File: src/rtl/keypad_pkg.sv
// Shared types and constants for the keypad conditioner: FSM states, key indices,
// and the lowest-index priority pick used when choosing the active key.
package keypad_pkg;

    localparam int NKEYS = 8;
    localparam int IDX_W = $clog2(NKEYS);

    localparam int KEY_LEFT  = 0;
    localparam int KEY_RIGHT = 1;
    localparam int KEY_DOWN  = 2;
    localparam int KEY_UP    = 3;

    typedef enum logic [1:0] {
        IDLE,
        HOLD,
        REPEAT
    } state_t;

    function automatic logic [IDX_W-1:0] lowest_key(input logic [NKEYS-1:0] lv);
        lowest_key = '0;
        for (int i = NKEYS - 1; i >= 0; i--) begin
            if (lv[i]) lowest_key = IDX_W'(i);
        end
    endfunction

endpackage

File: src/rtl/keypad_conditioner_if.sv
// Key input/strobe bundle between the keypad conditioner and the sprite FSM.
interface keypad_conditioner_if;
    import keypad_pkg::*;

    logic [NKEYS-1:0] key_raw;
    logic [NKEYS-1:0] keypad;
    logic [NKEYS-1:0] key_level;
    logic             key_active;

    modport master (
        input  key_raw,
        output keypad,
        output key_level,
        output key_active
    );

    modport slave (
        output key_raw,
        input  keypad,
        input  key_level,
        input  key_active
    );

endinterface

File: src/rtl/keypad_conditioner_key_debounce.sv
// One key line: 2-flop synchroniser followed by a consecutive-mismatch debounce counter.
module key_debounce #(
    parameter int unsigned DEBOUNCE_CYCLES = 250000
) (
    input  logic clk,
    input  logic rst,
    input  logic raw,
    output logic level
);

    localparam int CW = $clog2(DEBOUNCE_CYCLES + 1);
    localparam logic [CW-1:0] CNT_LAST = CW'(DEBOUNCE_CYCLES - 1);

    logic          sync1;
    logic          sync2;
    logic [CW-1:0] cnt;

    always_ff @(posedge clk) begin
        if (rst) begin
            sync1 <= 1'b0;
            sync2 <= 1'b0;
            cnt   <= '0;
            level <= 1'b0;
        end else begin
            sync1 <= raw;
            sync2 <= sync1;
            if (sync2 != level) begin
                // Flip on the DEBOUNCE_CYCLES-th consecutive disagreeing sample.
                if (cnt == CNT_LAST) begin
                    level <= sync2;
                    cnt   <= '0;
                end else begin
                    cnt <= cnt + CW'(1);
                end
            end else begin
                cnt <= '0;
            end
        end
    end

endmodule

File: src/rtl/keypad_conditioner.sv
// Keypad conditioner top: per-key debounce, lowest-index priority, repeat FSM, strobe register.
// Auto-repeat is built only when KEYPAD_AUTOREPEAT_EN is defined.
//
//   state  | meaning
//   IDLE   | no key owned; first debounced key gets latched and strobed
//   HOLD   | key owned; waiting for release (or REPEAT_DELAY expiry when repeat is built)
//   REPEAT | key owned; strobing every REPEAT_PERIOD cycles until release
module keypad_conditioner
    import keypad_pkg::*;
#(
    parameter int unsigned DEBOUNCE_CYCLES = 250000,
    parameter int unsigned REPEAT_DELAY    = 25000000,
    parameter int unsigned REPEAT_PERIOD   = 5000000
) (
    input logic                  clk,
    input logic                  rst,
    keypad_conditioner_if.master bus
);

    logic [NKEYS-1:0] level;
    state_t           state_q, state_d;
    logic [IDX_W-1:0] act_q, act_d;
    logic [NKEYS-1:0] keypad_q, keypad_d;

    for (genvar g = 0; g < NKEYS; g++) begin : g_key
        key_debounce #(
            .DEBOUNCE_CYCLES(DEBOUNCE_CYCLES)
        ) u_debounce (
            .clk  (clk),
            .rst  (rst),
            .raw  (bus.key_raw[g]),
            .level(level[g])
        );
    end

`ifdef KEYPAD_AUTOREPEAT_EN
    logic [31:0] tmr_q, tmr_d;

    always_ff @(posedge clk) begin
        if (rst) tmr_q <= '0;
        else     tmr_q <= tmr_d;
    end
`endif

    always_ff @(posedge clk) begin
        if (rst) begin
            state_q  <= IDLE;
            act_q    <= '0;
            keypad_q <= '0;
        end else begin
            state_q  <= state_d;
            act_q    <= act_d;
            keypad_q <= keypad_d;
        end
    end

    always_comb begin
        state_d  = state_q;
        act_d    = act_q;
        keypad_d = '0;
`ifdef KEYPAD_AUTOREPEAT_EN
        tmr_d    = tmr_q;
`endif
        case (state_q)
            IDLE: begin
                if (|level) begin
                    act_d    = lowest_key(level);
                    keypad_d = NKEYS'(1) << act_d;
                    state_d  = HOLD;
`ifdef KEYPAD_AUTOREPEAT_EN
                    tmr_d    = 32'(REPEAT_DELAY - 1);
`endif
                end
            end
`ifdef KEYPAD_AUTOREPEAT_EN
            // Release is tested first so it beats a same-cycle timer expiry.
            HOLD, REPEAT: begin
                if (!level[act_q]) begin
                    state_d = IDLE;
                end else if (tmr_q == '0) begin
                    keypad_d = NKEYS'(1) << act_q;
                    tmr_d    = 32'(REPEAT_PERIOD - 1);
                    state_d  = REPEAT;
                end else begin
                    tmr_d = tmr_q - 32'd1;
                end
            end
`else
            HOLD: begin
                if (!level[act_q]) state_d = IDLE;
            end
`endif
            default: state_d = IDLE;
        endcase
    end

    assign bus.keypad     = keypad_q;
    assign bus.key_level  = level;
    assign bus.key_active = (state_q != IDLE);

endmodule

File: src/flat_wrapper.sv
// flat-port wrapper written by rule: the top's interface ports become plain ports
module keypad_conditioner_flat import keypad_pkg::*;
#(
    parameter int unsigned DEBOUNCE_CYCLES = 250000,
    parameter int unsigned REPEAT_DELAY    = 25000000,
    parameter int unsigned REPEAT_PERIOD   = 5000000
)
  (clk, rst, bus_key_raw, bus_keypad, bus_key_level, bus_key_active);
  keypad_conditioner_if bus_i ();
  input logic clk;
  input logic rst;
  input wire logic [$bits(bus_i.key_raw)-1:0] bus_key_raw;
  output wire logic [$bits(bus_i.keypad)-1:0] bus_keypad;
  output wire logic [$bits(bus_i.key_level)-1:0] bus_key_level;
  output wire logic [$bits(bus_i.key_active)-1:0] bus_key_active;
  assign bus_i.key_raw = bus_key_raw;
  assign bus_keypad = bus_i.keypad;
  assign bus_key_level = bus_i.key_level;
  assign bus_key_active = bus_i.key_active;
  keypad_conditioner #(.DEBOUNCE_CYCLES(DEBOUNCE_CYCLES), .REPEAT_DELAY(REPEAT_DELAY), .REPEAT_PERIOD(REPEAT_PERIOD)) u_core (.clk(clk), .rst(rst), .bus(bus_i));
endmodule
File: config.mk
export PLATFORM = sky130hd
export DESIGN_NAME = keypad_conditioner_flat
export DESIGN_NICKNAME = d
export VERILOG_FILES = /design/src/rtl/keypad_pkg.sv /design/src/rtl/keypad_conditioner_if.sv /design/src/rtl/keypad_conditioner_key_debounce.sv /design/src/rtl/keypad_conditioner.sv /design/src/flat_wrapper.sv
export SDC_FILE = /design/constraint.sdc
export NUM_CORES = 1
export LEC_CHECK = 0
export ABC_CLOCK_PERIOD_IN_PS = 4480
export BUFFER_PORTS_ARGS = -buffer_cell sky130_fd_sc_hd__clkbuf_2
export CAP_MARGIN = 20
export CELL_PAD_IN_SITES_DETAIL_PLACEMENT = 0
export CELL_PAD_IN_SITES_GLOBAL_PLACEMENT = 2
export CORE_MARGIN = 1.5
export CORE_UTILIZATION = 40
export DETAILED_ROUTE_END_ITERATION = 8
export PLACE_DENSITY = 0.81
export SYNTH_ARGS = -nofsm -noshare
export SYNTH_HDL_FRONTEND = slang
export SYNTH_SLANG_ARGS = --single-unit
File: constraint.sdc
create_clock -name clk -period 4.48 [get_ports clk]
set_clock_uncertainty 0.15 [all_clocks]
set_input_delay 0 -clock clk [delete_from_list [all_inputs] [get_ports clk]]
set_output_delay 0 -clock clk [all_outputs]
set_load 0.01 [all_outputs]
==> results of run 1 <==
kinds of logic (layout without fill, tap and decap cells):
family | after synthesis | count (layout)
DFF | 180 | 180
muxes | 6 | 6
AOI/OAI and AO/OA | 64 | 64
adders and majority gates | 8 | 8
buffers and inverters | 55 | 100
xor gates and xnor gates | 119 | 119
and+or+nand+nor | 450 | 450
synth_stat cells (all sizes together) (13+ instances only):
| cell type | number |
|---|---|
| a21oi | 25 |
| buf | 13 |
| dfxtp | 180 |
| inv | 30 |
| nand2 | 32 |
| nand3 | 52 |
| nand4 | 42 |
| nor2 | 168 |
| nor2b | 17 |
| nor3 | 31 |
| nor4 | 43 |
| o21ai | 21 |
| xnor2 | 99 |
| xor2 | 20 |
report_power, final:
part	internal [mW]	switching, mW	total [mW]	leakage [nW]
logic	0.0175	0.0239	0.0415	0.796
registers	1.61	0.00477	1.61	1.45
clock network	1.09	0.636	1.73	0.326
routing by layer:
layer	vias to the layer above	global-route usage (%)	share of wire, %
met5	-	0	0
met1	2865	20.7	49
met3	16	3.99	2.6
li1	3143	-	-
met2	54	27.3	47
met4	0	4.94	1.2
flip-flops by register name, indices dropped and copies added (netlist names):
register and count:
u_core.g_key.u_debounce.level 8, u_core.act_q 3, u_core.g_key.u_debounce.sync2 8, u_core.g_key.u_debounce.cnt 144, u_core.state_q 1, u_core.g_key.u_debounce.sync1 8, u_core.bus.keypad 8
through the flow:
step | power (mW) | setup slack (ns) | hold WS (ns)
finish | 3.39 | 2.07 | 0.000393
global route | 3.50 | 1.87 | 0.0444
CTS | 3.44 | 2.06 | 0.00205
detailed placement | 1.69 | 2.05 | 0.0659
global placement | 1.68 | 2.17 | 0.0602
floorplan | 1.67 | 2.46 | -0.0218
how the worst max path moves through the flow:
stage / from / end / slack (ns) / cells after the start
floorplan: u_core.g_key[4].u_debounce.cnt[0] / u_core.g_key[4].u_debounce.cnt[10] / 2.46 / 6
global placement: u_core.g_key[6].u_debounce.cnt[0] / u_core.g_key[6].u_debounce.cnt[14] / 2.17 / 5
detailed placement: u_core.g_key[6].u_debounce.cnt[0] / u_core.g_key[6].u_debounce.cnt[11] / 2.05 / 5
CTS: u_core.g_key[0].u_debounce.cnt[5] / u_core.g_key[0].u_debounce.cnt[6] / 2.06 / 4
global route: u_core.g_key[6].u_debounce.cnt[0] / u_core.g_key[6].u_debounce.cnt[10] / 1.87 / 5
finish: u_core.g_key[6].u_debounce.cnt[0] / u_core.g_key[6].u_debounce.cnt[11] / 2.07 / 5
cell type report:
class | instances | area, µm² | area share, %
Tap cell | 260 | 325 | 3.64
Inverter | 30 | 113 | 1.26
Clock buffer | 21 | 470 | 5.26
Clock inverter | 11 | 220 | 2.46
Timing Repair Buffer | 38 | 240 | 2.69
Sequential cell | 180 | 3600 | 40.3
Multi-Input combinational cell | 647 | 3970 | 44.4
worst register-to-register path, cell delays in order, from the launching register on:
cell and delay (ns):
dfxtp_1 0.39, ha_1 0.21, nand3_1 0.31, or3_1 0.49, o21ai_2 0.60, nor2_1 0.12
==> impl_metrics.json, run 1 <==
{
  "status": "finished, final reports clean",
  "drc": 0,
  "rsz0062_at_grt": "no",
  "antenna_found_initial": 0,
  "worstPathArrival_ns": 2.55,
  "row_count": 50,
  "yosysWarnings": 0,
  "synth-compound-area-share_pct": 5.20,
  "grt_pass1_wl_mm": 27.0,
  "r2r-start": "u_core.g_key[6].u_debounce.cnt[0]",
  "overflow": 0,
  "wl_mm": 15.8,
  "ys_types": 54,
  "viasPerCell": 5.12,
  "cpPeakStageDelay_ns": 0.60,
  "yosys.area_share.xor_xnor_pct": 13.3,
  "htree_num_levels": 4,
  "worst-setup-path-type": "reg2reg",
  "ant_nets": 0,
  "cts_buffers": 17,
  "cts_buffer_depth": 2,
  "tightest_slew_ns": 1.00,
  "die_width_um": 143,
  "crit_chain": "ha_1, nand3_1, or3_1, o21ai_2, nor2_1",
  "clock-root-buffer": "clkbuf_16",
  "critPathBufInv": 0,
  "synth_area_leader_cell": "dfxtp_1",
  "synth_top_family_by_area": "simple AND/OR/NAND/NOR gates",
  "synth.area.mux_share_pct": 1.11,
  "synthArstFlopShare_pct": 0,
  "layout_common_cells": "180 x dfxtp_1, 168 x nor2_1, 99 x xnor2_1",
  "r2r-end": "u_core.g_key[6].u_debounce.cnt[11]",
  "fin_cells": 1187,
  "critPathSlowestCell": "o21ai_2",
  "cp-end-kind": "flip-flop",
  "grt_use_total_pct": 16.3,
  "die_h_um": 143,
  "hold_depth": 2,
  "min_path_type": "in2reg",
  "max_freq_ghz": 0.414,
  "synth_seq_area_share_pct": 46.1,
  "critPathTopFamily": "simple AND/OR/NAND/NOR gates",
  "fillers": 1827,
  "dpl.hpwl_mm": 11.1,
  "gp_congestion": 0.792,
  "utilization_pct": 47.2,
  "finalSetupViolations": 0,
  "synth_nets": 900,
  "io_pins": 27,
  "portBuffers": 26,
  "cts_resized": 0,
  "cp_max_fo": 17,
  "firstDrtPassIters": 4,
  "fin_setup_tns_ns": 0,
  "synth-simple-area-share_pct": 29.9,
  "cts_tree": "built",
  "min_from": "rst",
  "finalCriticalPeriod_ns": 2.41,
  "layout-drive-gt1-share_pct": 8.41,
  "clk-insertion-delay-late_ns": 0.43,
  "mostFrequentLayoutCell": "dfxtp_1",
  "clock_sinks": 180,
  "wl_per_cell_um": 13.3,
  "reg2reg_setup_slack_ns": 2.07,
  "initial_core_util_pct": 41.2,
  "dp.cells": 1145,
  "drv_cap": 0,
  "cp-start-kind": "flip-flop",
  "hold_buffers": 8,
  "maxSlewHeadroom_pct": 33.0,
  "stdcell_area_um2": 8940,
  "grt_max_degree": 27,
  "synthTopCellsByArea": "dfxtp_1 46%, xnor2_1 11%, nor2_1 8.1%",
  "drt_iter0_drc": 230,
  "nets": 932,
  "p_leak_nw": 2.58,
  "n_antenna_cell": 0,
  "period_share_pct": 53.9,
  "syn-cell-area_um2": 7810,
  "ys.flop_type": "dfxtp_1",
  "die-area_um2": 20400,
  "slew_violations": 0,
  "vias": 6078,
  "cp_data_required_time_ns": 4.61,
  "post-cts-setup-buffer-count": 0,
  "syn2layout_area_growth_pct": 14.4,
  "grt_pass1_vias": 5844,
  "synth_seq_cells": 180,
  "netlist.area_leader.share_pct": 46.1,
  "clk_pin_slew_ns": 0.07,
  "synth_cells": 882,
  "ir_drop_uv": 245,
  "placed_area_um2": 8150,
  "synth_enable_flop_cells": 0,
  "hold_violations": 0,
  "fp.coreArea_um2": 19000,
  "synthAdderAreaFrac_pct": 1.28,
  "min_to": "u_core.g_key[5].u_debounce.level",
  "avgSynthCellArea_um2": 8.86,
  "power_density_nw_per_um2": 379,
  "rr_worst_depth": 5
}
No activity file was read; power rests on OpenSTA's default activity.
==> run 2, diff against run 1 <==
--- a/config.mk
+++ b/config.mk
@@ -5,15 +5,15 @@
 export SDC_FILE = /design/constraint.sdc
 export NUM_CORES = 1
 export LEC_CHECK = 0
-export ABC_CLOCK_PERIOD_IN_PS = 4480
+export ABC_CLOCK_PERIOD_IN_PS = 2460
 export BUFFER_PORTS_ARGS = -buffer_cell sky130_fd_sc_hd__clkbuf_2
 export CAP_MARGIN = 20
 export CELL_PAD_IN_SITES_DETAIL_PLACEMENT = 0
 export CELL_PAD_IN_SITES_GLOBAL_PLACEMENT = 2
 export CORE_MARGIN = 1.5
-export CORE_UTILIZATION = 40
+export CORE_UTILIZATION = 39
 export DETAILED_ROUTE_END_ITERATION = 8
-export PLACE_DENSITY = 0.81
+export PLACE_DENSITY = 0.79
 export SYNTH_ARGS = -nofsm -noshare
 export SYNTH_HDL_FRONTEND = slang
 export SYNTH_SLANG_ARGS = --single-unit
==> constraint.sdc (replaced) <==
create_clock -name clk -period 2.46 [get_ports clk]
set_clock_uncertainty 0.15 [all_clocks]
set_input_delay 0 -clock clk [delete_from_list [all_inputs] [get_ports clk]]
set_output_delay 0 -clock clk [all_outputs]
set_load 0.01 [all_outputs]
==> run 2 against run 1 <==
Clock power rose by 51%; via count up 0.31%; combinational power up 97%; critical endpoint is now u_core.g_key[5].u_debounce.cnt[11]; wire length is 0.39% lower; largest power group is now sequential cells; register-to-register slack lost 1.6 ns; final cell count up 1.9%.
==> impl_metrics.json, run 2 (synthesis results as in run 1) <==
{
  "status": "finished, final reports clean",
  "row_count": 51,
  "dpl.hpwl_mm": 11.1,
  "overflow": 0,
  "maxSlewHeadroom_pct": 46.9,
  "clk_pin_slew_ns": 0.07,
  "comb_power_share_pct": 1.4,
  "viasPerCell": 5.04,
  "cts_buffers": 17,
  "hold_violations": 0,
  "ant_nets": 0,
  "layout-drive-gt1-share_pct": 9.96,
  "largest_reg_flops": 144,
  "crit_chain": "ha_1, nand3_1, or3_1, o21ai_2, buf_4, nor2_1",
  "swShare_pct": 22.0,
  "rsz0062_at_grt": "no",
  "grt_use_total_pct": 16.2,
  "cts_buffer_depth": 2,
  "cp_max_fo": 18,
  "period_share_pct": 81.8,
  "vias": 6097,
  "layout_common_cells": "180 x dfxtp_1, 168 x nor2_1, 99 x xnor2_1",
  "cts_resized": 0,
  "die-area_um2": 20900,
  "portBuffers": 26,
  "io_pins": 27,
  "tightest_slew_ns": 0.776,
  "antenna_found_initial": 0,
  "clk-insertion-delay-late_ns": 0.42,
  "cp_data_required_time_ns": 2.63,
  "drv_cap": 0,
  "max_freq_ghz": 0.497,
  "syn2layout_area_growth_pct": 14.7,
  "nets": 949,
  "cts_tree": "built",
  "ir_drop_uv": 432,
  "htree_num_levels": 4,
  "top_register": "u_core.g_key.u_debounce.cnt",
  "whs_ns": 0.174,
  "post-cts-setup-buffer-count": 0,
  "p_int_mw": 4.40,
  "fin_setup_tns_ns": 0,
  "placed_area_um2": 8290,
  "fp.coreArea_um2": 19500,
  "grt_pass1_wl_mm": 27.2,
  "min_path_type": "in2reg",
  "finalSetupViolations": 0,
  "p_sw_mw": 1.24,
  "cpPeakStageDelay_ns": 0.48,
  "finalCriticalPeriod_ns": 2.01,
  "slew_violations": 0,
  "fin_cells": 1209,
  "drc": 0,
  "grt_pass1_vias": 5840,
  "power_density_nw_per_um2": 629,
  "clock_sinks": 180,
  "hold_depth": 3,
  "p_seq_share_pct": 52.1,
  "critPathSlowestCell": "or3_1",
  "power_frac_clock_pct": 46.4,
  "cp-end-kind": "flip-flop",
  "mostFrequentLayoutCell": "dfxtp_1",
  "worst-setup-path-type": "reg2reg",
  "n_antenna_cell": 0,
  "p_leak_nw": 2.59,
  "rr_worst_depth": 6,
  "clock-root-buffer": "clkbuf_16",
  "initial_core_util_pct": 40.0,
  "gp_congestion": 0.779,
  "wl_mm": 15.7,
  "firstDrtPassIters": 4,
  "die_width_um": 145,
  "cp-start-kind": "flip-flop",
  "worstPathArrival_ns": 2.18,
  "dp.cells": 1167,
  "wl_per_cell_um": 13.0,
  "grt_max_degree": 25,
  "drt_iter0_drc": 216,
  "die_h_um": 145,
  "stdcell_area_um2": 8960
}
[run 2: timing repair]
item / 4_1_cts / 5_1_grt
endpoints found under the setup margin: 0 / 0
hold buffers: 10 / 0
endpoints found under the hold margin: 15 / 0
[run 2: through the flow]
step	util [%]	power (mW)	worst slack, ns
after floorplan	-	3.05	0.443
after global placement	42.4	3.07	0.520
after detailed placement	42.4	3.08	0.460
after CTS	45.9	5.74	0.454
after global routing	45.9	5.87	0.250
final	45.9	5.64	0.448
[run 2: final cells by class]
class	instances	area, µm²
clock buffers	18	439
clock inverters	14	131
fillers	1901	10600
inverters	30	113
multi-input cells	647	3970
flip-flops and latches	180	3600
well taps	265	332
repair buffers	55	373
[run 2: power groups by stage]
stage	clock [mW]	sequential [mW]	combinational [mW]
4_1_cts	2.72	2.94	0.0839
2_1_floorplan	0	3.00	0.0454
3_3_place_gp	0	3.00	0.0699
3_5_place_dp	0	3.00	0.0713
6_report	2.62	2.94	0.0816
5_1_grt	2.84	2.94	0.0926
[run 2: path summary, 6_finish.rpt]
path	endpoint	start	slack, ns
hold / removal	u_core.g_key[7].u_debounce.sync1	bus_key_raw[7]	0.17
hold reg to reg	u_core.g_key[5].u_debounce.sync2	u_core.g_key[5].u_debounce.sync1	0.29
setup reg to reg	u_core.g_key[5].u_debounce.cnt[11]	u_core.g_key[5].u_debounce.cnt[0]	0.45
setup / recovery	u_core.g_key[5].u_debounce.cnt[11]	u_core.g_key[5].u_debounce.cnt[0]	0.45
[run 2: per-layer routing]
metal  global-route usage [%]  part of all wire (%)
met1                     20.7                    50
met2                     26.8                    46
met3                     4.14                   2.9
met4                     5.10                   1.0
met5                        0                     0
[run 2: critical path, delay by kind of cell, from the launching register on]
kind	cells	cell delay, ns
AO/OA/AOI/OAI	1	0.13
adder cells (fa/ha/maj)	1	0.20
buffers and inverters	1	0.23
flip-flops	1	0.37
AND/OR/NAND/NOR	3	0.81
